[config.mk]
export PLATFORM = sky130hd
export DESIGN_NAME = sout_drain
export DESIGN_NICKNAME = d
export VERILOG_FILES = /design/src/rtl/sout_drain.sv
export SDC_FILE = /design/constraint.sdc
export NUM_CORES = 1
export LEC_CHECK = 0
export CORE_MARGIN = 1
export CORE_UTILIZATION = 53
export DETAILED_ROUTE_END_ITERATION = 6
export PLACE_DENSITY = 0.78
export SETUP_SLACK_MARGIN = 0.05
export SYNTH_ARGS = -nofsm -noshare
export SYNTH_HDL_FRONTEND = slang
export SYNTH_SLANG_ARGS = --single-unit
[constraint.sdc]
create_clock -name clk -period 8.3 [get_ports clk]
set_clock_uncertainty 0.1 [all_clocks]
set_input_delay 1.66 -clock clk [delete_from_list [all_inputs] [get_ports clk]]
set_output_delay 1.66 -clock clk [all_outputs]
set_load 0.01 [all_outputs]
[src/rtl/sout_drain.sv]
// sout_drain: captures one row of column accumulators, requantizes each to 16 bits
// (shift, optional round-half-up, signed saturation) and streams them out one per cycle.
module sout_drain #(
  parameter int NCOL  = 4,
  parameter int ACC_W = 32
) (
  input  logic                  clk,
  input  logic                  rst_n,
  input  logic                  start,
  input  logic [4:0]            shift,
  input  logic                  rnd,
  input  logic                  acc_valid,
  input  logic [NCOL*ACC_W-1:0] acc_data,
  output logic                  acc_ready,
  output logic [15:0]           s_out,
  output logic                  sat,
  output logic                  sw,
  output logic                  busy
);
  localparam int CW = $clog2(NCOL);
  localparam int VW = ACC_W + 1;
  localparam logic [CW-1:0] LAST = CW'(NCOL - 1);

  logic [NCOL-1:0][ACC_W-1:0] cap;
  logic [4:0]                 shift_q;
  logic                       rnd_q;
  logic                       loaded;
  logic [CW-1:0]              col;
  logic [ACC_W-1:0]           sel;
  logic signed [VW-1:0]       v;
  logic signed [VW-1:0]       vs;
  logic [VW-1:0]              inc;
  logic [VW-16:0]             hi;
  logic                       in_range;
  logic [15:0]                q;

  assign acc_ready = ~start & (~loaded | (col == LAST));
  assign busy      = loaded | sw;

  // One guard bit above the accumulator keeps the rounding increment from overflowing.
  assign sel      = cap[col];
  assign v        = {sel[ACC_W-1], sel};
  assign inc      = (rnd_q && shift_q != 5'd0) ? VW'(1) << (shift_q - 5'd1) : '0;
  assign vs       = (v + $signed(inc)) >>> shift_q;
  assign hi       = vs[VW-1:15];
  assign in_range = &hi | ~|hi;
  assign q        = in_range ? vs[15:0] : (vs[VW-1] ? 16'h8000 : 16'h7fff);

  always_ff @(posedge clk or negedge rst_n)
    if (!rst_n) begin
      cap     <= '0;
      shift_q <= '0;
      rnd_q   <= 1'b0;
      loaded  <= 1'b0;
      col     <= '0;
      s_out   <= '0;
      sat     <= 1'b0;
      sw      <= 1'b0;
    end else if (start) begin
      loaded <= 1'b0;
      col    <= '0;
      sw     <= 1'b0;
    end else begin
      sw <= loaded;
      if (loaded) begin
        s_out <= q;
        sat   <= ~in_range;
        col   <= (col == LAST) ? '0 : col + 1'b1;
      end
      if (acc_valid && acc_ready) begin
        cap     <= acc_data;
        shift_q <= shift;
        rnd_q   <= rnd;
        loaded  <= 1'b1;
        col     <= '0;
      end else if (loaded && col == LAST)
        loaded <= 1'b0;
    end
endmodule

==> results of run 1 <==
[state kept, by name (all words and copies together) (netlist names)]
register,count
cap,128
col,2
loaded,1
rnd_q,1
s_out,16
sat,1
shift_q,5
sw,1
[power breakdown]
part	leakage, nW	total, mW	internal (mW)	switching [mW]
logic	3.21	1.37	0.614	0.759
clock network	0.295	0.816	0.412	0.404
registers	1.84	1.00	0.912	0.0920
[area by class of cell]
class                   instances  area, um^2
fillers                      1623        6963
multi-input cells             848        6799
flip-flops and latches        155        3880
repair buffers                176        1715
clock buffers                  17       425.4
well taps                     270       337.8
clock inverters                15       187.7
inverters                      15       56.30
[logic make-up (layout without fill, tap and decap cells)]
family	Yosys count	in the layout	synth area share [%]
flops	155	155	35.03
mux	216	216	25.43
fa+ha+maj	34	34	3.910
xor+xnor	24	24	2.068
simple gates	313	313	13.03
other cells	1	1	0.03387
buf+inv	94	223	3.582
compound gates	260	260	16.92
[cell usage in the layout, fill, tap and decap left out, drive strengths merged, types with 7 or more instances in the layout]
master and count:
nand2 110, nand4 17, o211ai 14, o311ai 15, ha 33, clkdlybuf4s50 156
a22oi 8, nand3 21, buf 20, nor2 101, clkbuf 17, xnor2 15
mux2 139, clkinv 8, nor3 14, mux2i 39, o21ai 48, xor2 9
inv 21, or3 10, o21a 9, a21oi 59, a211oi 25, dfrtp 155
o22ai 7, mux4 38
[path summary, 6_finish.rpt]
| check | startpoint | to | slack, ns | depth (start not counted) |
|---|---|---|---|---|
| hold / removal | s_out[15] | s_out[15] | 0.38 | 2 |
| min in group asynchronous | rst_n | cap[8] | 1.21 | 1 |
| max in group asynchronous | rst_n | cap[52] | 5.58 | 2 |
| setup / recovery | shift_q[0] | s_out[7] | 1.32 | 19 |
| hold reg to reg | s_out[15] | s_out[15] | 0.38 | 2 |
| setup reg to reg | shift_q[0] | s_out[7] | 1.32 | 19 |
[stage by stage]
stage | hold WS [ns] | total power, mW
final | 0.3808 | 3.193
after global routing | 0.4232 | 3.359
after CTS | 0.3891 | 3.178
after detailed placement | 0.3722 | 2.359
after global placement | 0.3610 | 2.340
after floorplan | 0.3752 | 1.924
[layer usage]
layer  part of all wire, %  up-vias  routed length (um)  global-route usage, %
met5                     0        -                   0                      0
met3                   6.8       61                2169                  5.281
li1                      -     4382                   -                      -
met2                    47      438               15130                  49.52
met1                    43     4691               13900                  42.66
met4                   2.9        0                 931                  11.61
[worst max-delay path: cells and delay by family (launching register included)]
kind | cells | cell delay, ns
buffers and inverters | 2 | 0.46
AND/OR/NAND/NOR | 10 | 4.14
adder cells (fa/ha/maj) | 1 | 0.29
multiplexers | 1 | 0.38
flip-flops | 1 | 0.33
AO/OA/AOI/OAI | 5 | 1.08
==> flow_summary.toml, run 1 <==
[floorplanning]
die_h_um = 146.5
start_util_pct = 54.37
row_count = 52
die_area_um2 = 21470
boundaryPins = 158
die_w_um = 146.5
core-area_um2 = 20360

[global_route]
grt_usage_pct = 31.11
grt_max_degree = 95
grt_pass1_vias = 9530
grt_pass1_wl_mm = 52.27
gr-total-overflow = 0
antenna_found_initial = 1

[setup_path]
timing.critical_path.required_ns = 8.47
criticalPathCategory = "reg -> reg"
crit_path_end_kind = "flip-flop"
crit_arrival_ns = 7.15
critPathSlowestCell = "nor2_1"
start_kind = "flip-flop"
cp_cell_sequence = "buf_4 > inv_1 > nor2_1 > nand3_1 > nor2_1 > ha_1 > and4_1 > nand3_1 > or3_1 > a21oi_1 > mux2_2 > nand2_1 > o22ai_1 > nor4_1 > a2111oi_1 > a211o_1 > or4b_1 > nand4_1 > o311ai_1"
cp_slowest_stage_delay_ns = 0.67
cp_max_fo = 29

[pwr]
p_per_area_nw_per_um2 = 238.3
p_leak_nw = 5.350
ir_worst_vdd_v = 0.0001479

[sta]
min_period_over_period_pct = 84.10
worstMarginPinSlew_ns = 1.059
fin_ws_ns = 1.319
finalHoldViolCount = 0
fmax_mhz = 143.3
setup_viol = 0
relSlewSlack_pct = 29.40
slew_violations = 0
setup_tns_ns = 0
timing.final.crit_period_ns = 6.981
rsz0062_at_grt = "no"

[synthesis]
ys_seq_area_share_pct = 35.03
yosysMostFrequentCell = "dfrtp_1"
synth_edf_count = 0
synth_common_cells = "dfrtp_1 (155), mux2_2 (139), nand2_1 (107)"
syn_nets = 1269
synth.area.top_cells = "dfrtp_1 (35%), mux2_2 (14%), mux4_2 (7.7%)"
async_reset_ff_share_pct = 100.0
synthDistinctLibCells = 88
synth_flop_cell = "dfrtp_1"
yosysWarningCount = 0
ys_seq_elements = 155
synth_area_um2 = 11070
synthCells = 1097
avgSynthCellArea_um2 = 10.09
synth_top_area_share_pct = 35.03
yosys.area.top_type = "dfrtp_1"

[detailed_routing]
wl_mm = 32.12
drtIter0Drc = 985
firstDrtPassIters = 6
drc = 0
detail-route-antenna-nets = 0
vias = 9572
wl_per_cell_um = 21.47
drt-vias-per-instance = 6.398

[clock_network]
cts_setup_buffers = 0
root_buffer = "clkbuf_16"
clock_insertion_delay_worst_skew_ns = 0.44
clock_path_buffers = 2
cts.sinks = 155
numCtsBuffers = 17
cts_resized = 0
hold_buffers = 0
h-tree-depth = 4
path_clk_slew_ns = 0.08
cts_tree = "yes"

[final_layout]
stdcell_count = 1496
fin_area_um2 = 13400
drive_gt1_share_pct = 21.13
nets = 1385
antenna_cells = 0
final_util_pct = 65.81
syn2layout_area_growth_pct = 21.04

[placement]
post-place-ws_ns = 1.471
dpl_cell_area_um2 = 12790
gp_congestion = 1.019
dpl.hpwl_mm = 24.01
numPlacedInstances = 1464
portBuffers = 157

[run_status]
outcome = "completed"

[hold_path]
min_path_type = "reg -> reg"

[run]
drv_cap = 0
(Power assumes the default switching activity.)
==> run 2, diff against run 1 <==
==> constraint.sdc (replaced) <==
create_clock -name clk -period 7.25 [get_ports clk]
set_clock_uncertainty 0.1 [all_clocks]
set_input_delay 1.45 -clock clk [delete_from_list [all_inputs] [get_ports clk]]
set_output_delay 1.45 -clock clk [all_outputs]
set_load 0.01 [all_outputs]
==> run 2 against run 1 <==
Die area stayed put; register-to-register slack got worse by 0.27 ns; clock-buffer cell count is 1 higher; worst hold slack worse by 0.00053 ns; cell count is 0.67% higher; fmax is 13% higher; final area rose by 0.51%; sequential power is 15% higher; non-clock buffer count is 10 higher; core utilization rose by 0.34 points; via count up 1.2%; critical endpoint is now s_out[9]; largest power group unchanged; highest routed layer unchanged.
==> flow_summary.toml, run 2 (synthesis results as in run 1) <==
[clock_network]
cts_resized = 0
clock_path_buffers = 2
numCtsBuffers = 17
cts_tree = "yes"
root_buffer = "clkbuf_16"
cts_setup_buffers = 0
hold_buffers = 0
h-tree-depth = 4
cts.sinks = 155
clock_insertion_delay_worst_skew_ns = 0.44
path_clk_slew_ns = 0.08

[sta]
fmax_mhz = 161.4
finalHoldViolCount = 0
slew_violations = 0
setup_tns_ns = 0
timing.final.crit_period_ns = 6.197
setup_viol = 0
worstMarginPinSlew_ns = 0.8274
relSlewSlack_pct = 44.84
min_period_over_period_pct = 85.48
rsz0062_at_grt = "no"
fin_ws_ns = 1.053

[global_route]
grt_max_degree = 93
antenna_found_initial = 0
grt_pass1_wl_mm = 52.99
grt_pass1_vias = 9650
grt_usage_pct = 31.45
gr-total-overflow = 0

[detailed_routing]
wl_per_cell_um = 21.66
drtIter0Drc = 863
firstDrtPassIters = 7
vias = 9686
drt-vias-per-instance = 6.432
drc = 0
wl_mm = 32.62
detail-route-antenna-nets = 0

[final_layout]
nets = 1395
antenna_cells = 0
largest_reg_flops = 128
syn2layout_area_growth_pct = 21.66
mostFrequentLayoutCells = "clkdlybuf4s50_1 (156), dfrtp_1 (154), mux2_2 (139)"
top_register = "cap"
fin_area_um2 = 13470
top_regs = "cap: 128 flops, s_out: 16 flops, shift_q: 5 flops"
final_util_pct = 66.15
drive_gt1_share_pct = 21.68
mostFrequentLayoutCell = "clkdlybuf4s50_1"

[placement]
dpl.hpwl_mm = 24.45
dpl_cell_area_um2 = 12890
post-place-ws_ns = 1.172
portBuffers = 157
gp_congestion = 0.9668

[floorplanning]
start_util_pct = 54.37
die_h_um = 146.5
die_w_um = 146.5
die_area_um2 = 21470
core-area_um2 = 20360
row_count = 52
boundaryPins = 158

[hold_path]
hold_start = "s_out[15]"
whs_path_depth = 2
min_to = "s_out[15]"
min_path_type = "reg -> reg"

[pwr]
ir_worst_vdd_v = 0.0002216
finalPower_mw = 3.653
p_per_area_nw_per_um2 = 271.2
p_leak_nw = 5.391

[setup_path]
crit_arrival_ns = 6.42
rr_worst_depth = 19
r2r-start = "shift_q[3]"
cp_max_fo = 16
timing.critical_path.required_ns = 7.48
criticalPathCategory = "reg -> reg"
crit_path_end_kind = "flip-flop"
rr_endpoint = "s_out[9]"
start_kind = "flip-flop"
reg2reg_slack_ns = 1.05

[run]
drv_cap = 0

[run_status]
outcome = "completed"
==> run 2: cell count changes in the layout (fill, tap and decap cells not counted), sizes merged <==
| cell | delta |
|---|---|
| clkinvlp | +1 |
| clkinv | -2 |
| clkbuf | +1 |
| buf | +10 |
==> run 2: report_power, final <==
group          total (mW)  internal [mW]  switching [mW]
Clock               0.904          0.461           0.442
Sequential           1.15           1.04           0.109
Combinational        1.60          0.719           0.877
==> run 2: metrics by stage <==
| stage | instances | hold WS (ns) |
|---|---|---|
| global placement | 1474 | 0.3652 |
| finish | 1506 | 0.3803 |
| detailed placement | 1474 | 0.3744 |
| floorplan | 1097 | 0.3752 |
| CTS | 1506 | 0.3886 |
| global route | 1506 | 0.4169 |
==> run 2: worst max-delay path, cell delays in order, from the launching register on <==
cell and delay, ns:
dfrtp_1 0.61, clkinv_1 0.34, nand2_1 0.44, nor2_1 0.11
ha_1 0.50, nand2_2 0.16, or3_4 0.45, a2111o_1 0.42
o211a_2 0.19, xnor2_1 0.43, o22ai_1 0.14, a211oi_1 0.44
buf_4 0.22, a311oi_1 0.05, a2111oi_1 0.39, buf_4 0.20
o2111a_1 0.18, nand4_1 0.16, and3_4 0.26, o311ai_1 0.29
==> run 2: layout make-up <==
class                   count  area (um^2)
fillers                  1636         6894
multi-input cells         848         6799
flip-flops and latches    155         3880
repair buffers            186         1815
clock buffers              18        429.2
well taps                 270        337.8
clock inverters            14        152.6
inverters                  15        56.30
==> run 2: how the worst max path moves through the flow <==
stage,from,to,slack (ns),cells after the start
after floorplan,col[0],sat,1.26,20
after global placement,col[0],sat,1.24,17
after detailed placement,col[0],s_out[4],1.17,17
after CTS,col[0],s_out[4],1.17,17
after global routing,col[0],s_out[5],0.79,17
final,shift_q[3],s_out[9],1.05,19
==> run 2: metal layers <==
layer  global-route usage, %  share of wire (%)
met1                   42.20                 42
met2                   50.36                 47
met3                   6.594                7.7
met4                   11.30                3.1
met5                       0                  0
==> run 3, diff against run 2 <==
--- a/config.mk
+++ b/config.mk
@@ -8,6 +8,7 @@
 export CORE_MARGIN = 1
 export CORE_UTILIZATION = 53
 export DETAILED_ROUTE_END_ITERATION = 6
+export MAX_ROUTING_LAYER = met4
 export PLACE_DENSITY = 0.78
 export SETUP_SLACK_MARGIN = 0.05
 export SYNTH_ARGS = -nofsm -noshare
==> run 3 against run 2 <==
Via count decreased by 0.88%; cell count decreased by 0.33%; fmax increased by 0.53%; register-to-register slack improved by 0.03 ns; clock-buffer cell count decreased by 1; die area unchanged; total power increased by 0.24%; flip-flop and latch count unchanged; combinational power about the same; non-clock buffer count decreased by 4; sequential power about the same; critical endpoint is now s_out[2]; largest power group unchanged; highest routed layer unchanged.
==> flow_summary.toml, run 3 (synthesis results as in run 1) <==
[setup_path]
r2r-start = "shift_q[1]"
criticalPathCategory = "reg -> reg"
cp_slowest_stage_delay_ns = 0.66
crit_top_cell = "nor2_1"
cp_max_fo = 16
cp_cell_sequence = "inv_2 > nor2_1 > nand3_1 > nor2_1 > ha_1 > and4_1 > nand3_1 > or3_1 > a21oi_1 > mux2_2 > nand2_1 > o22ai_1 > nor2_1 > nand3b_1 > or4_1 > or4b_1 > and3_4 > o311ai_1"
rr_worst_depth = 18
start_kind = "flip-flop"
crit_arrival_ns = 6.39
endpoint = "s_out[2]"
reg2reg_slack_ns = 1.09
timing.critical_path.required_ns = 7.47
critPathSlowestCell = "dfrtp_1"
rr_endpoint = "s_out[2]"
crit_path_end_kind = "flip-flop"
critPathLaunch = "shift_q[1]"

[final_layout]
top_regs = "cap: 128 flops, s_out: 16 flops, shift_q: 5 flops"
fin_area_um2 = 13430
mostFrequentLayoutCells = "clkdlybuf4s50_1 (156), dfrtp_1 (154), mux2_2 (139)"
fill_cells = 1590
drive_gt1_share_pct = 21.45
antenna_cells = 0
largest_reg_flops = 128
mostFrequentLayoutCell = "clkdlybuf4s50_1"
multi_input_area_um2 = 6799
regArea_um2 = 3880
nets = 1391
syn2layout_area_growth_pct = 21.26
top_register = "cap"

[placement]
dpl_cell_area_um2 = 12850
dpl.hpwl_mm = 24.40
portBuffers = 157
gp_congestion = 1.043

[clock_network]
cts_tree = "yes"
clock_path_buffers = 2
numCtsBuffers = 17
root_buffer = "clkbuf_16"
hold_buffers = 0
path_clk_slew_ns = 0.07
cts_setup_buffers = 0
h-tree-depth = 4
cts_resized = 0
cts.sinks = 155
clock_insertion_delay_worst_skew_ns = 0.44

[pwr]
p_leak_nw = 5.377
p_per_area_nw_per_um2 = 272.8
ir_worst_vdd_v = 0.0001714

[floorplanning]
core-area_um2 = 20360
die_area_um2 = 21470
boundaryPins = 158
start_util_pct = 54.37
row_count = 52
die_h_um = 146.5
die_w_um = 146.5

[sta]
fmax_mhz = 162.2
worstMarginPinSlew_ns = 0.9484
timing.final.crit_period_ns = 6.164
min_period_over_period_pct = 85.02
finalHoldViolCount = 0
setup_viol = 0
setup_tns_ns = 0
slew_violations = 0
relSlewSlack_pct = 36.77
rsz0062_at_grt = "no"

[global_route]
top_usage_layer = "met2"
gr-total-overflow = 0
antenna_found_initial = 0
grt_max_degree = 83
grt_use_met1_pct = 43.46
grt_pass1_vias = 9681
grt_usage_pct = 32.94
grt_use_met2_pct = 50.74
use_met3_pct = 5.531
grt_pass1_wl_mm = 53.34

[detailed_routing]
drt-vias-per-instance = 6.396
vias = 9601
wl_per_cell_um = 21.94
firstDrtPassIters = 6
drtIter0Drc = 895
drc = 0
detail-route-antenna-nets = 0
wl_mm = 32.94

[run]
drv_cap = 0

[hold_path]
min_path_type = "reg -> reg"

[run_status]
outcome = "completed"
[run 3: cell count changes in the layout (fill, tap and decap cells not counted), sizes merged]
cell	previous run	this run
buf	30	26
bufinv	0	1
clkbuf	18	17
clkinvlp	2	0
inv	21	22
[run 3: routing by layer]
layer / share of wire (%) / wire length (um)
met2: 47 / 15370
met4: 3.2 / 1066
met1: 43 / 14190
met5: 0 / 0
met3: 7.0 / 2311
[run 3: cell type report]
class	instances	share of cell area [%]
Inverter	15	0.4194
Multi-Input combinational cell	848	50.64
Clock buffer	17	3.169
Timing Repair Buffer	182	13.21
Tap cell	270	2.516
Sequential cell	155	28.90
Clock inverter	14	1.146
[run 3: critical path, delay by kind of cell, from the launching register on]
family	cells	cell delay (ns)
muxes	1	0.39
DFF	1	0.66
buffers and inverters	1	0.24
and+or+nand+nor	12	3.56
adders and majority gates	1	0.31
AOI/OAI and AO/OA	3	0.78
[run 3: through the flow]
stage	power (mW)	util, %	cells	hold slack (ns)	worst slack, ns
2_1_floorplan	2.203	-	1097	0.3752	1.264
3_3_place_gp	2.696	63.08	1470	0.3625	1.282
3_5_place_dp	2.721	63.08	1470	0.3890	1.203
4_1_cts	3.637	65.93	1501	0.4043	1.136
5_1_grt	3.847	65.93	1501	0.4159	0.6810
6_report	3.662	65.93	1501	0.3950	1.086
[run 3: worst min path at each step]
stage                          from        end  slack, ns  cells past startpoint
after floorplan             cap[64]    cap[64]       0.38                      1
after global placement    s_out[15]  s_out[15]       0.36                      2
after detailed placement   s_out[9]   s_out[9]       0.39                      2
after CTS                 s_out[10]  s_out[10]       0.40                      2
after global routing      s_out[10]  s_out[10]       0.42                      2
final                     s_out[10]  s_out[10]       0.39                      2
[run 3: report_power, final]
part | leakage [nW] | total [mW] | switching [mW] | internal [mW]
clock network | 0.289 | 0.914 | 0.426 | 0.488
registers | 1.84 | 1.16 | 0.111 | 1.04
logic | 3.25 | 1.59 | 0.879 | 0.714
total | 5.38 | 3.66 | 1.42 | 2.25
